## src/rtl/common_pkg.sv

```systemverilog
// common_pkg
// Shared types and constants for the tiny CPU.
//   sys_state_t  : sequencer state encoding consumed by the memory front end
//   SPI_CMD_*    : SPI SRAM opcodes
//   mem_phase_t  : phase of an SPI SRAM transaction
//   mem_op_t     : kind of transaction latched at request time
package common_pkg;

  typedef enum logic [3:0] {
    STATE_RESET,
    STATE_FETCH,
    STATE_FETCH_WAIT,
    STATE_DECODE,
    STATE_EXECUTE,
    STATE_LOAD_MEM,
    STATE_LOAD_MEM_WAIT,
    STATE_STORE_MEM,
    STATE_STORE_MEM_WAIT,
    STATE_WRITEBACK,
    STATE_HALT
  } sys_state_t;

  localparam logic [7:0] SPI_CMD_READ  = 8'h03;
  localparam logic [7:0] SPI_CMD_WRITE = 8'h02;

  // Shift register width: 8 command + 16 address + 16 data bits.
  localparam int SPI_SHIFT_W = 40;
  // Receive history: enough for one fetched instruction.
  localparam int SPI_RX_W    = 16;

  localparam logic [4:0] CMD_BITS   = 5'd8;
  localparam logic [4:0] ADDR_BITS  = 5'd16;
  localparam logic [4:0] INST_BITS  = 5'd16;
  localparam logic [4:0] BYTE_BITS  = 5'd8;

  typedef enum logic [2:0] {
    IDLE,
    CMD,
    ADDR,
    DATA,
    DONE
  } mem_phase_t;

  typedef enum logic [1:0] {
    OP_FETCH,
    OP_LOAD,
    OP_STORE
  } mem_op_t;

endpackage

```

## src/rtl/mem_controller_spi_shift_engine.sv

```systemverilog
// spi_shift_engine
// Mode-0 SPI bit engine. Each start loads a left-aligned tx word and a bit
// count; every bit takes two clk_in cycles (SCLK low with MOSI updated, then
// SCLK high with MISO sampled at the closing edge).
//   clk_in, reset_in : clock, synchronous active-high reset
//   start_in         : load tx_word_in / bit_count_in at this edge
//   bit_count_in     : number of bits in this burst
//   tx_word_in       : bits to send, MSB at bit SPI_SHIFT_W-1
//   spi_miso_in      : serial data in
//   rx_word_out      : last SPI_RX_W received bits, including the bit being
//                      sampled at the current edge (valid while done_out)
//   done_out         : high in the final SCLK-high cycle of the burst
//   spi_sclk_out     : registered SCLK
//   spi_mosi_out     : registered MOSI
module spi_shift_engine
  import common_pkg::*;
(
  input  logic                   clk_in,
  input  logic                   reset_in,
  input  logic                   start_in,
  input  logic [4:0]             bit_count_in,
  input  logic [SPI_SHIFT_W-1:0] tx_word_in,
  input  logic                   spi_miso_in,
  output logic [SPI_RX_W-1:0]    rx_word_out,
  output logic                   done_out,
  output logic                   spi_sclk_out,
  output logic                   spi_mosi_out
);

  logic [SPI_SHIFT_W-1:0] shift_q, shift_d;
  logic [SPI_RX_W-2:0]    rx_hist_q, rx_hist_d;
  logic [4:0]             cnt_q, cnt_d;
  logic                   sclk_q, sclk_d;
  logic                   active_q, active_d;
  logic                   sample;

  // The edge closing an SCLK-high cycle is where MISO is captured.
  assign sample      = active_q & sclk_q;
  assign done_out    = sample & (cnt_q == 5'd1);
  // Exposing the in-flight bit lets the caller register a complete word at
  // the same edge that ends the burst, with no extra cycle.
  assign rx_word_out = {rx_hist_q, spi_miso_in};

  always_comb begin
    shift_d   = shift_q;
    rx_hist_d = rx_hist_q;
    cnt_d     = cnt_q;
    sclk_d    = sclk_q;
    active_d  = active_q;
    if (sample) begin
      rx_hist_d = rx_word_out[SPI_RX_W-2:0];
      shift_d   = {shift_q[SPI_SHIFT_W-2:0], 1'b0};
      cnt_d     = cnt_q - 5'd1;
      sclk_d    = 1'b0;
      if (done_out) active_d = 1'b0;
    end else if (active_q) begin
      sclk_d = 1'b1;
    end
    // A new burst starts back-to-back with the one just finishing.
    if (start_in) begin
      shift_d  = tx_word_in;
      cnt_d    = bit_count_in;
      sclk_d   = 1'b0;
      active_d = 1'b1;
    end
  end

  always_ff @(posedge clk_in) begin
    if (reset_in) begin
      shift_q   <= '0;
      rx_hist_q <= '0;
      cnt_q     <= '0;
      sclk_q    <= 1'b0;
      active_q  <= 1'b0;
    end else begin
      shift_q   <= shift_d;
      rx_hist_q <= rx_hist_d;
      cnt_q     <= cnt_d;
      sclk_q    <= sclk_d;
      active_q  <= active_d;
    end
  end

  assign spi_sclk_out = sclk_q;
  assign spi_mosi_out = shift_q[SPI_SHIFT_W-1];

endmodule

```

## src/rtl/mem_controller.sv

```systemverilog
// mem_controller
// Serial memory front end: turns fetch / load / store requests from the
// sequencer into SPI SRAM READ/WRITE transactions.
//   clk_in, reset_in        : clock, synchronous active-high reset
//   seq_state_in            : sequencer state, decoded only in IDLE
//   pc_in, data_addr_in     : fetch / load-store byte address
//   store_data_in           : byte to store
//   inst_out, read_data_out : last fetched instruction / loaded byte (held)
//   inst_fetch_done_out     : one-cycle pulse at fetch completion
//   data_read_done_out      : one-cycle pulse at load completion
//   mem_busy_out            : high while a transaction is in progress
//   spi_*                   : SPI SRAM pins (mode 0, MSB first)
//
// state | meaning
// IDLE  | CS high, waiting for a request
// CMD   | shifting the 8-bit opcode
// ADDR  | shifting the 16-bit address
// DATA  | 16 (fetch) or 8 (load/store) data bits
// DONE  | CS high, results and done pulse valid
module mem_controller
  import common_pkg::*;
#(
  parameter int ADDR_W = 16,
  parameter int INST_W = 16,
  parameter int DATA_W = 8
) (
  input  logic              clk_in,
  input  logic              reset_in,
  input  sys_state_t        seq_state_in,
  input  logic [ADDR_W-1:0] pc_in,
  input  logic [ADDR_W-1:0] data_addr_in,
  input  logic [DATA_W-1:0] store_data_in,
  output logic [INST_W-1:0] inst_out,
  output logic [DATA_W-1:0] read_data_out,
  output logic              inst_fetch_done_out,
  output logic              data_read_done_out,
  output logic              mem_busy_out,
  output logic              spi_cs_n_out,
  output logic              spi_sclk_out,
  output logic              spi_mosi_out,
  input  logic              spi_miso_in
);

  mem_phase_t        phase_q, phase_d;
  mem_op_t           op_q, op_d;
  logic [ADDR_W-1:0] addr_q, addr_d;
  logic [DATA_W-1:0] wdata_q, wdata_d;
  logic [INST_W-1:0] inst_q, inst_d;
  logic [DATA_W-1:0] rdata_q, rdata_d;
  logic              fetch_done_q, fetch_done_d;
  logic              read_done_q, read_done_d;
  logic              busy_q, busy_d;
  logic              cs_n_q, cs_n_d;

  logic                   eng_start;
  logic [4:0]             eng_count;
  logic [SPI_SHIFT_W-1:0] eng_tx;
  logic [SPI_RX_W-1:0]    eng_rx;
  logic                   eng_done;
  logic                   req;

  spi_shift_engine u_engine (
    .clk_in       (clk_in),
    .reset_in     (reset_in),
    .start_in     (eng_start),
    .bit_count_in (eng_count),
    .tx_word_in   (eng_tx),
    .spi_miso_in  (spi_miso_in),
    .rx_word_out  (eng_rx),
    .done_out     (eng_done),
    .spi_sclk_out (spi_sclk_out),
    .spi_mosi_out (spi_mosi_out)
  );

  always_comb begin
    phase_d      = phase_q;
    op_d         = op_q;
    addr_d       = addr_q;
    wdata_d      = wdata_q;
    inst_d       = inst_q;
    rdata_d      = rdata_q;
    busy_d       = busy_q;
    cs_n_d       = cs_n_q;
    fetch_done_d = 1'b0;
    read_done_d  = 1'b0;
    eng_start    = 1'b0;
    eng_count    = '0;
    eng_tx       = '0;
    req          = 1'b0;

    case (phase_q)
      IDLE: begin
        case (seq_state_in)
          STATE_FETCH: begin
            req    = 1'b1;
            op_d   = OP_FETCH;
            addr_d = pc_in;
          end
          STATE_LOAD_MEM: begin
            req    = 1'b1;
            op_d   = OP_LOAD;
            addr_d = data_addr_in;
          end
          STATE_STORE_MEM: begin
            req     = 1'b1;
            op_d    = OP_STORE;
            addr_d  = data_addr_in;
            wdata_d = store_data_in;
          end
          default: req = 1'b0;
        endcase
        if (req) begin
          phase_d   = CMD;
          busy_d    = 1'b1;
          cs_n_d    = 1'b0;
          eng_start = 1'b1;
          eng_count = CMD_BITS;
          eng_tx    = {(op_d == OP_STORE) ? SPI_CMD_WRITE : SPI_CMD_READ, 32'd0};
        end
      end
      CMD: begin
        if (eng_done) begin
          phase_d   = ADDR;
          eng_start = 1'b1;
          eng_count = ADDR_BITS;
          eng_tx    = {addr_q, 24'd0};
        end
      end
      ADDR: begin
        if (eng_done) begin
          phase_d   = DATA;
          eng_start = 1'b1;
          eng_count = (op_q == OP_FETCH) ? INST_BITS : BYTE_BITS;
          // Reads keep MOSI low through the data phase.
          eng_tx    = (op_q == OP_STORE) ? {wdata_q, 32'd0} : '0;
        end
      end
      DATA: begin
        if (eng_done) begin
          phase_d = DONE;
          busy_d  = 1'b0;
          cs_n_d  = 1'b1;
          if (op_q == OP_FETCH) begin
            inst_d       = eng_rx[INST_W-1:0];
            fetch_done_d = 1'b1;
          end else if (op_q == OP_LOAD) begin
            rdata_d     = eng_rx[DATA_W-1:0];
            read_done_d = 1'b1;
          end
        end
      end
      DONE: begin
        phase_d = IDLE;
      end
      default: begin
        phase_d = IDLE;
        busy_d  = 1'b0;
        cs_n_d  = 1'b1;
      end
    endcase
  end

  always_ff @(posedge clk_in) begin
    if (reset_in) begin
      phase_q      <= IDLE;
      op_q         <= OP_FETCH;
      addr_q       <= '0;
      wdata_q      <= '0;
      inst_q       <= '0;
      rdata_q      <= '0;
      fetch_done_q <= 1'b0;
      read_done_q  <= 1'b0;
      busy_q       <= 1'b0;
      cs_n_q       <= 1'b1;
    end else begin
      phase_q      <= phase_d;
      op_q         <= op_d;
      addr_q       <= addr_d;
      wdata_q      <= wdata_d;
      inst_q       <= inst_d;
      rdata_q      <= rdata_d;
      fetch_done_q <= fetch_done_d;
      read_done_q  <= read_done_d;
      busy_q       <= busy_d;
      cs_n_q       <= cs_n_d;
    end
  end

  assign inst_out            = inst_q;
  assign read_data_out       = rdata_q;
  assign inst_fetch_done_out = fetch_done_q;
  assign data_read_done_out  = read_done_q;
  assign mem_busy_out        = busy_q;
  assign spi_cs_n_out        = cs_n_q;

endmodule

```

## config.mk

```make
export PLATFORM = sky130hd
export DESIGN_NAME = mem_controller
export DESIGN_NICKNAME = d
export VERILOG_FILES = /design/src/rtl/common_pkg.sv /design/src/rtl/mem_controller_spi_shift_engine.sv /design/src/rtl/mem_controller.sv
export SDC_FILE = /design/constraint.sdc
export NUM_CORES = 1
export LEC_CHECK = 0
export CAP_MARGIN = 20
export CORE_MARGIN = 2
export CORE_UTILIZATION = 46
export CTS_CLUSTER_SIZE = 12
export DETAILED_ROUTE_END_ITERATION = 16
export HOLD_SLACK_MARGIN = 0.12
export PLACE_DENSITY = 0.72
export SLEW_MARGIN = 20
export SYNTH_ARGS = -nofsm -noshare
export SYNTH_HDL_FRONTEND = slang
export SYNTH_SLANG_ARGS = --single-unit
export TNS_END_PERCENT = 1
```

## constraint.sdc

```tcl
create_clock -name clk_in -period 2.6 [get_ports clk_in]
set_clock_uncertainty 0.15 [all_clocks]
set_input_delay 0.52 -clock clk_in [delete_from_list [all_inputs] [get_ports clk_in]]
set_output_delay 0.52 -clock clk_in [all_outputs]
set_load 0.01 [all_outputs]
```

==> results.sh, run 1 <==
export IMPL_setup_viol=0
export IMPL_rrSetupSlack_ns=0.43
export IMPL_final_cells=601
export IMPL_synth_cell_area_um2=4010
export IMPL_rr_worst_depth=5
export IMPL_vdd_drop_max_mv=0.293
export IMPL_critPathArrivalTime_ns=2.26
export IMPL_cp_buffers_inverters=0
export IMPL_grt_pass1_vias=3200
export IMPL_synth_top_cell_by_area="dfxtp_1"
export IMPL_dpl_hpwl_mm=5.70
export IMPL_period_needed_ns=2.17
export IMPL_start_util_pct=46.7
export IMPL_clock_root_buffer="clkbuf_8"
export IMPL_gp_congestion=0.785
export IMPL_place_inst=585
export IMPL_final_setup_tns_ns=0
export IMPL_placed_area_um2=4890
export IMPL_cts_tree="yes"
export IMPL_coreArea_um2=8590
export IMPL_io_pin_count=77
export IMPL_synthArstFlopShare_pct=0
export IMPL_clock_sinks=95
export IMPL_finalCritPeriodShare_pct=83.4
export IMPL_die_h_um=97.4
export IMPL_drive_gt1_share_pct=10.5
export IMPL_syn_avg_cell_area_um2=9.55
export IMPL_grt_pass1_wl_mm=14.4
export IMPL_path_clk_slew_ns=0.09
export IMPL_hp_class="reg -> reg"
export IMPL_synth_cell_types=51
export IMPL_power_frac_seq_pct=53.9
export IMPL_drt_iter0_drc=150
export IMPL_synth_top_flop_cell="dfxtp_1"
export IMPL_wl_mm=8.14
export IMPL_synth_edff_count=0
export IMPL_critPathLaunchType="register"
export IMPL_powerDensity_nw_per_um2=547
export IMPL_synth_nets=469
export IMPL_fin_nets=537
export IMPL_final_seq_area_um2=1900
export IMPL_required_ns=2.69
export IMPL_min_path_cells=2
export IMPL_htreeDepth=3
export IMPL_grtUsageTotal_pct=18.3
export IMPL_clk_latency_ns=0.37
export IMPL_via_count=3198
export IMPL_p_int_uw=2110
export IMPL_switching_share_pct=24.5
export IMPL_hold_buffers=0
export IMPL_antenna_left=0
export IMPL_wire_per_inst_um=13.5
export IMPL_routed_via_density=5.32
export IMPL_worstHoldStart="addr_q[0]"
export IMPL_clock_path_buffers=2
export IMPL_p_sw_uw=685
export IMPL_finalInstanceArea_um2=5110
export IMPL_crit_family="simple AND/OR/NAND/NOR gates"
export IMPL_max_stage_delay_ns=0.41
export IMPL_numCtsBuffers=9
export IMPL_r2r_end="phase_q[0]"
export IMPL_hold_path_end="u_engine.shift_q[24]"
export IMPL_worstMarginPinSlew_ns=0.716
export IMPL_crit_type="reg -> reg"
export IMPL_cap_violations=0
export IMPL_status="finished clean"
export IMPL_cts_setup_buffers=0
export IMPL_yosysMostFrequentCell="dfxtp_1"
export IMPL_fmax_mhz=461
export IMPL_synth_area_leaders="dfxtp_1, mux2i_1, nor2_1"
export IMPL_crit_chain="ha_1 -> nor2b_1 -> and2_0 -> a211oi_1 -> a2111oi_0"
export IMPL_drc_errors=0
export IMPL_clock_power_share_pct=37.9
export IMPL_area_growth_pct=27.5
export IMPL_ys_ff_latch=95
export IMPL_fp_dieArea_um2=9480
export IMPL_antenna_found_initial=0
export IMPL_yosysWarnings=0
export IMPL_post_cts_resize_count=0
export IMPL_drv_slew=0
export IMPL_combPwrFrac_pct=8.2
export IMPL_synth_common_cells="dfxtp_1, nor2_1, mux2i_1"
export IMPL_synth_top_area_share_pct=47.4
export IMPL_slew_headroom_pct=52.3
export IMPL_rsz0062_at_grt="no"
export IMPL_crit_slowest_cell="dfxtp_1"
export IMPL_p_leak_uw=0.00217
export IMPL_cp_max_fo=6
export IMPL_portBuffers=76
export IMPL_core_rowCount=34
export IMPL_multi_input_area_um2=1920
export IMPL_overflow=0
export IMPL_r2r_start="u_engine.cnt_q[0]"
export IMPL_fill_cells=749
export IMPL_hold_viol_final=0
export IMPL_cp_end_kind="register"
export IMPL_antennaDiodeCount=0
export IMPL_die_w_um=97.4
export IMPL_yosysSeqAreaShare_pct=47.4
export IMPL_grt_max_degree=45
export IMPL_syn_inst=420
export IMPL_first_pass_iters=4
-- layout make-up --
| class | count | area share [%] |
|---|---|---|
| clock inverter | 6 | 1.69 |
| sequential | 95 | 37.2 |
| clock buffer | 10 | 2.69 |
| multi-input combinational | 284 | 37.5 |
| tap | 108 | 2.64 |
| inverter | 3 | 0.220 |
| timing repair buffer | 95 | 18.1 |
-- worst min-delay path: stages, from the launching register on --
cell	delay, ns
dfxtp_1	0.32
nand2_1	0.05
a21oi_1	0.05
-- power by group through the flow --
stage                     clock, uW  sequential (uW)  combinational, uW
after floorplan                   0             1530                125
after global placement            0             1540                226
after detailed placement          0             1540                232
after CTS                      1080             1510                232
after global routing           1130             1510                255
final                          1060             1510                230
-- flip-flops by register name (all words and copies together) (netlist names) --
signal                 flops
data_read_done_out         1
u_engine.cnt_q             5
u_engine.spi_sclk_out      1
mem_busy_out               1
read_data_out              8
spi_cs_n_out               1
u_engine.active_q          1
u_engine.rx_hist_q        15
addr_q                    16
u_engine.shift_q          16
wdata_q                    8
op_q                       2
inst_fetch_done_out        1
phase_q                    3
inst_out                  16
-- per-layer routing --
metal  share of wire (%)  track usage [%]  vias up
met5                   0                0        -
met1                  45             21.8     1485
met2                  50             32.9       74
li1                    -                -     1627
met3                 4.0             4.03       12
met4                 1.2             5.34        0
-- worst max-delay path by stage --
stage                 startpoint  slack [ns]                   end  depth (start not counted)
2_1_floorplan  u_engine.cnt_q[1]        0.74          inst_out[10]                          9
3_3_place_gp     seq_state_in[2]        0.18  u_engine.shift_q[39]                          6
3_5_place_dp     seq_state_in[1]        0.07     u_engine.cnt_q[1]                          5
4_1_cts        u_engine.cnt_q[0]        0.44            phase_q[0]                          5
5_1_grt        u_engine.cnt_q[0]        0.17            phase_q[0]                          5
6_report       u_engine.cnt_q[0]        0.43            phase_q[0]                          5
-- cells in the final DEF, fill, tap and decap left out, types with 3 or more instances in the layout --
master            n
clkbuf_8         10
a211oi_1         18
a21oi_1          20
nor2b_1           3
nand4_1           4
xor2_1            4
buf_4            17
mux2_2            9
xnor2_1           3
nand2_1          38
o32a_1            5
clkdlybuf4s50_1  75
mux2i_1          53
inv_1             3
nor3_1            9
dfxtp_1          95
a32oi_1          12
nor2_1           66
-- logic make-up (layout without fill, tap and decap cells) --
logic type,Yosys count,after routing,share of synthesized area (%)
buffers and inverters,41,114,4.77
AND/OR/NAND/NOR,142,142,16.8
multiplexers,62,62,15.8
XOR/XNOR,7,7,1.53
adder cells (fa/ha/maj),2,2,0.624
AO/OA/AOI/OAI,71,71,13.1
flip-flops,95,95,47.4
-- stage by stage --
stage / hold slack [ns] / power, uW / util [%] / setup slack (ns)
6_report: 0.307 / 2800 / 59.5 / 0.431
5_1_grt: 0.333 / 2900 / 59.5 / 0.167
4_1_cts: 0.313 / 2820 / 59.5 / 0.440
3_5_place_dp: 0.299 / 1770 / 56.9 / 0.0653
3_3_place_gp: 0.300 / 1770 / 56.9 / 0.182
2_1_floorplan: 0.282 / 1660 / - / 0.742
(Power assumes the default switching activity.)
==> run 2, diff against run 1 <==
Clock period 2.6 ns to 2.1 ns, I/O delays scaled along.
==> results.sh, run 2 (synthesis gave the netlist of run 1 again) <==
export IMPL_whs_ns=0.311
export IMPL_grt_max_degree=40
export IMPL_gp_congestion=0.800
export IMPL_numCtsBuffers=9
export IMPL_io_pin_count=77
export IMPL_setup_viol=0
export IMPL_crit_family="buffers and inverters"
export IMPL_start_util_pct=46.7
export IMPL_rr_worst_depth=7
export IMPL_drc_errors=0
export IMPL_r2r_start="u_engine.cnt_q[0]"
export IMPL_die_h_um=97.4
export IMPL_crit_chain="clkdlybuf4s50_1"
export IMPL_grt_pass1_vias=3238
export IMPL_coreArea_um2=8590
export IMPL_antenna_found_initial=0
export IMPL_worstMarginPinSlew_ns=0.552
export IMPL_die_w_um=97.4
export IMPL_portBuffers=76
export IMPL_fp_dieArea_um2=9480
export IMPL_hold_path_end="u_engine.rx_hist_q[14]"
export IMPL_p_leak_uw=0.00221
export IMPL_cp_end_kind="primary output"
export IMPL_critPathArrivalTime_ns=1.35
export IMPL_powerDensity_nw_per_um2=676
export IMPL_antenna_left=0
export IMPL_grtUsageTotal_pct=18.3
export IMPL_slew_headroom_pct=63.2
export IMPL_path_clk_slew_ns=0.10
export IMPL_hp_class="reg -> reg"
export IMPL_dpl_hpwl_mm=5.97
export IMPL_cp_buffers_inverters=1
export IMPL_routed_via_density=5.37
export IMPL_fin_nets=544
export IMPL_clk_latency_ns=0.36
export IMPL_drive_gt1_share_pct=11.8
export IMPL_placed_area_um2=4970
export IMPL_max_stage_delay_ns=0.57
export IMPL_rrSetupSlack_ns=0.19
export IMPL_post_cts_resize_count=0
export IMPL_clock_path_buffers=2
export IMPL_status="finished clean"
export IMPL_wire_per_inst_um=13.8
export IMPL_fmax_mhz=520
export IMPL_via_count=3265
export IMPL_hold_buffers=0
export IMPL_dr_wl_met2_mm=4.28
export IMPL_drt_iter0_drc=78
export IMPL_grt_pass1_wl_mm=14.4
export IMPL_area_growth_pct=29.5
export IMPL_clock_sinks=95
export IMPL_worstHoldStart="u_engine.rx_hist_q[14]"
export IMPL_crit_slowest_cell="clkdlybuf4s50_1"
export IMPL_htreeDepth=3
export IMPL_core_rowCount=34
export IMPL_hold_viol_final=0
export IMPL_cts_setup_buffers=0
export IMPL_dr_max_layer_used="met4"
export IMPL_cts_tree="yes"
export IMPL_wl_met3_um=287
export IMPL_finalCritPeriodShare_pct=91.6
export IMPL_vdd_drop_max_mv=0.381
export IMPL_required_ns=1.53
export IMPL_crit_type="reg -> out"
export IMPL_clock_root_buffer="clkbuf_8"
export IMPL_min_path_cells=2
export IMPL_cp_max_fo=5
export IMPL_first_pass_iters=4
export IMPL_fill_cells=742
export IMPL_drt_met1_wl_mm=3.68
export IMPL_wl_mm=8.38
export IMPL_finalInstanceArea_um2=5190
export IMPL_r2r_end="u_engine.shift_q[29]"
export IMPL_period_needed_ns=1.92
export IMPL_cap_violations=0
export IMPL_final_common_cell="dfxtp_1"
export IMPL_overflow=0
export IMPL_antennaDiodeCount=0
export IMPL_rsz0062_at_grt="no"
export IMPL_final_cell_mix="dfxtp_1, clkdlybuf4s50_1, nor2_1"
export IMPL_drv_slew=0
export IMPL_critPathLaunchType="register"
[run 2: changes by cell type in the layout (fill, tap and decap cells not counted), sizes merged]
| cell | delta |
|---|---|
| buf | +7 |
| bufinv | +1 |
| clkbuf | -1 |
| clkinv | -1 |
| clkinvlp | +1 |
[run 2: routing by layer]
metal / track usage, % / vias to the layer above
li1: - / 1640
met1: 21.1 / 1540
met2: 33.7 / 72
met3: 3.24 / 13
met4: 6.62 / 0
met5: 0 / -
[run 2: cell type report]
type / count / area [um^2] / share of cell area, %
clock inverters: 7 / 103 / 1.98
clock buffers: 9 / 124 / 2.39
well taps: 108 / 135 / 2.60
inverters: 3 / 11.3 / 0.217
multi-input cells: 284 / 1920 / 36.9
repair buffers: 102 / 1000 / 19.3
flip-flops and latches: 95 / 1900 / 36.6
[run 2: where the power goes]
part	total, uW	switching [uW]	leakage, uW	internal, uW
sequential	1860	25.0	0.000769	1840
combinational	299	129	0.00133	170
clock	1350	661	0.000111	685
[run 2: how the worst max path moves through the flow]
stage                                      end                  start  depth (start not counted)  slack [ns]
after floorplan                   inst_out[10]      u_engine.cnt_q[1]                          9        0.24
after global placement    u_engine.shift_q[26]        seq_state_in[2]                          6       -0.09
after detailed placement  u_engine.shift_q[29]        seq_state_in[2]                          6       -0.17
after CTS                         spi_sclk_out  u_engine.spi_sclk_out                          1        0.15
after global routing                phase_q[0]      u_engine.cnt_q[0]                          6        0.02
final                             spi_sclk_out  u_engine.spi_sclk_out                          1        0.18
[run 2: metrics by stage]
step                setup WS [ns]  std cells  setup TNS, ns  total power [uW]  utilization, %
floorplan                   0.242        420              0              2050               -
global placement          -0.0937        592         -0.956              2200            57.8
detailed placement         -0.169        592          -1.85              2210            57.8
CTS                         0.146        608              0              3550            60.4
global route               0.0239        608              0              3640            60.4
finish                      0.177        608              0              3510            60.4
==> run 3, diff against run 2 <==
Settings changed: ABC_AREA set to 1.
==> results.sh, run 3 <==
export IMPL_status="finished clean"
export IMPL_cts_setup_buffers=0
export IMPL_drc_errors=0
export IMPL_finalCritPeriodShare_pct=90.3
export IMPL_rr_worst_depth=9
export IMPL_overflow=0
export IMPL_start_util_pct=47.2
export IMPL_slew_headroom_pct=70.1
export IMPL_ys_ff_latch=95
export IMPL_hp_class="reg -> reg"
export IMPL_path_clk_slew_ns=0.11
export IMPL_portBuffers=76
export IMPL_synthArstFlopShare_pct=0
export IMPL_final_common_cell="nand2_1"
export IMPL_cp_buffers_inverters=1
export IMPL_synth_common_cells="nand2_1, dfxtp_1, nor2_1"
export IMPL_rrSetupSlack_ns=0.24
export IMPL_antenna_left=0
export IMPL_hold_path_end="inst_out[0]"
export IMPL_crit_type="reg -> out"
export IMPL_grt_pass1_wl_mm=16.2
export IMPL_synth_top_cell_by_area="dfxtp_1"
export IMPL_die_w_um=98.6
export IMPL_synth_area_leaders="dfxtp_1, nand2_1, nor2_1"
export IMPL_syn_avg_cell_area_um2=7.38
export IMPL_grtUsageTotal_pct=20.0
export IMPL_syn_inst=558
export IMPL_hold_buffers=0
export IMPL_routed_via_density=4.99
export IMPL_rsz0062_at_grt="no"
export IMPL_hold_viol_final=0
export IMPL_min_path_cells=2
export IMPL_antenna_found_initial=0
export IMPL_grt_max_degree=34
export IMPL_grt_pass1_vias=3600
export IMPL_area_growth_pct=27.4
export IMPL_core_rowCount=34
export IMPL_yosysMostFrequentCell="nand2_1"
export IMPL_coreArea_um2=8720
export IMPL_critPathLaunchType="register"
export IMPL_clock_root_buffer="clkbuf_8"
export IMPL_numCtsBuffers=9
export IMPL_clock_path_buffers=2
export IMPL_period_needed_ns=1.90
export IMPL_r2r_end="u_engine.shift_q[39]"
export IMPL_drv_slew=0
export IMPL_synth_edff_count=0
export IMPL_whs_ns=0.298
export IMPL_crit_slowest_cell="clkdlybuf4s50_1"
export IMPL_critPathArrivalTime_ns=1.33
export IMPL_first_pass_iters=5
export IMPL_required_ns=1.53
export IMPL_antennaDiodeCount=0
export IMPL_vdd_drop_max_mv=0.305
export IMPL_synth_cell_area_um2=4120
export IMPL_fin_nets=689
export IMPL_fmax_mhz=528
export IMPL_powerDensity_nw_per_um2=656
export IMPL_max_stage_delay_ns=0.56
export IMPL_htreeDepth=3
export IMPL_synth_nets=607
export IMPL_gp_congestion=0.878
export IMPL_die_h_um=98.6
export IMPL_crit_family="buffers and inverters"
export IMPL_clk_latency_ns=0.37
export IMPL_final_util_pct=60.2
export IMPL_worstHoldStart="inst_out[0]"
export IMPL_cp_max_fo=3
export IMPL_fp_dieArea_um2=9730
export IMPL_yosysSeqAreaShare_pct=46.2
export IMPL_io_pin_count=77
export IMPL_crit_chain="clkdlybuf4s50_1"
export IMPL_setup_viol=0
export IMPL_synth_top_flop_cell="dfxtp_1"
export IMPL_yosysWarnings=0
export IMPL_drive_gt1_share_pct=11.0
export IMPL_drt_iter0_drc=231
export IMPL_r2r_start="u_engine.active_q"
export IMPL_wl_mm=9.31
export IMPL_dpl_hpwl_mm=6.89
export IMPL_cts_tree="yes"
export IMPL_p_leak_uw=0.00200
export IMPL_wire_per_inst_um=12.4
export IMPL_cp_end_kind="primary output"
export IMPL_cap_violations=0
export IMPL_post_cts_resize_count=0
export IMPL_worstMarginPinSlew_ns=0.447
export IMPL_via_count=3760
export IMPL_final_cell_mix="nand2_1, dfxtp_1, clkdlybuf4s50_1"
export IMPL_synth_cell_types=35
export IMPL_clock_sinks=95
export IMPL_synth_top_area_share_pct=46.2
-- run 3: cell types whose count changed after synthesis, sizes merged, moves of 15 or more --
cell | previous run | this run
a31oi | 2 | 20
nand2 | 38 | 131
nand3 | 2 | 35
mux2i | 53 | 0
a21oi | 20 | 35
inv | 3 | 43
o21ai | 1 | 69
a211oi | 18 | 0
-- run 3: metrics by stage --
step           total power, uW  setup TNS [ns]  cells  area [um^2]  setup WS, ns
3_5_place_dp              2290          -0.148    737         5050       -0.0420
3_3_place_gp              2280               0    737         5050       0.00926
4_1_cts                   3470               0    753         5250         0.181
2_1_floorplan             2120               0    558         4120         0.493
5_1_grt                   3600               0    753         5250        0.0143
6_report                  3440               0    753         5250         0.205
-- run 3: report_power, final --
group          switching (uW)  internal (uW)  leakage [uW]
clock                     721            471     0.0000985
sequential               30.4           1850      0.000770
combinational             188            185       0.00114
-- run 3: cells by family after synthesis --
group           synth area share (%)
compound gates                  16.2
xor+xnor                       0.425
fa+ha+maj                      0.607
flops                           46.2
simple gates                    28.5
buf+inv                         8.11
-- run 3: area by class of cell --
class                           instances  area, um^2
Inverter                               46         178
Clock buffer                            9         124
Fill cell                             805        3470
Tap cell                              108         135
Timing Repair Buffer                   98         951
Clock inverter                          7        75.1
Sequential cell                        95        1900
Multi-Input combinational cell        390        1880
-- run 3: how the worst max path moves through the flow --
| stage | cells past startpoint | to | from |
|---|---|---|---|
| 3_5_place_dp | 9 | u_engine.shift_q[32] | seq_state_in[3] |
| 5_1_grt | 7 | inst_out[1] | u_engine.cnt_q[1] |
| 2_1_floorplan | 7 | wdata_q[0] | seq_state_in[2] |
| 4_1_cts | 1 | spi_sclk_out | u_engine.spi_sclk_out |
| 6_report | 1 | spi_sclk_out | u_engine.spi_sclk_out |
| 3_3_place_gp | 11 | u_engine.shift_q[34] | seq_state_in[3] |
-- run 3: layer usage --
layer / wire, um / GRT usage [%] / part of all wire [%]
met1: 4370 / 25.3 / 47
met2: 4380 / 34.6 / 47
met3: 443 / 4.11 / 4.8
met4: 114 / 6.01 / 1.2
met5: 0 / 0 / 0
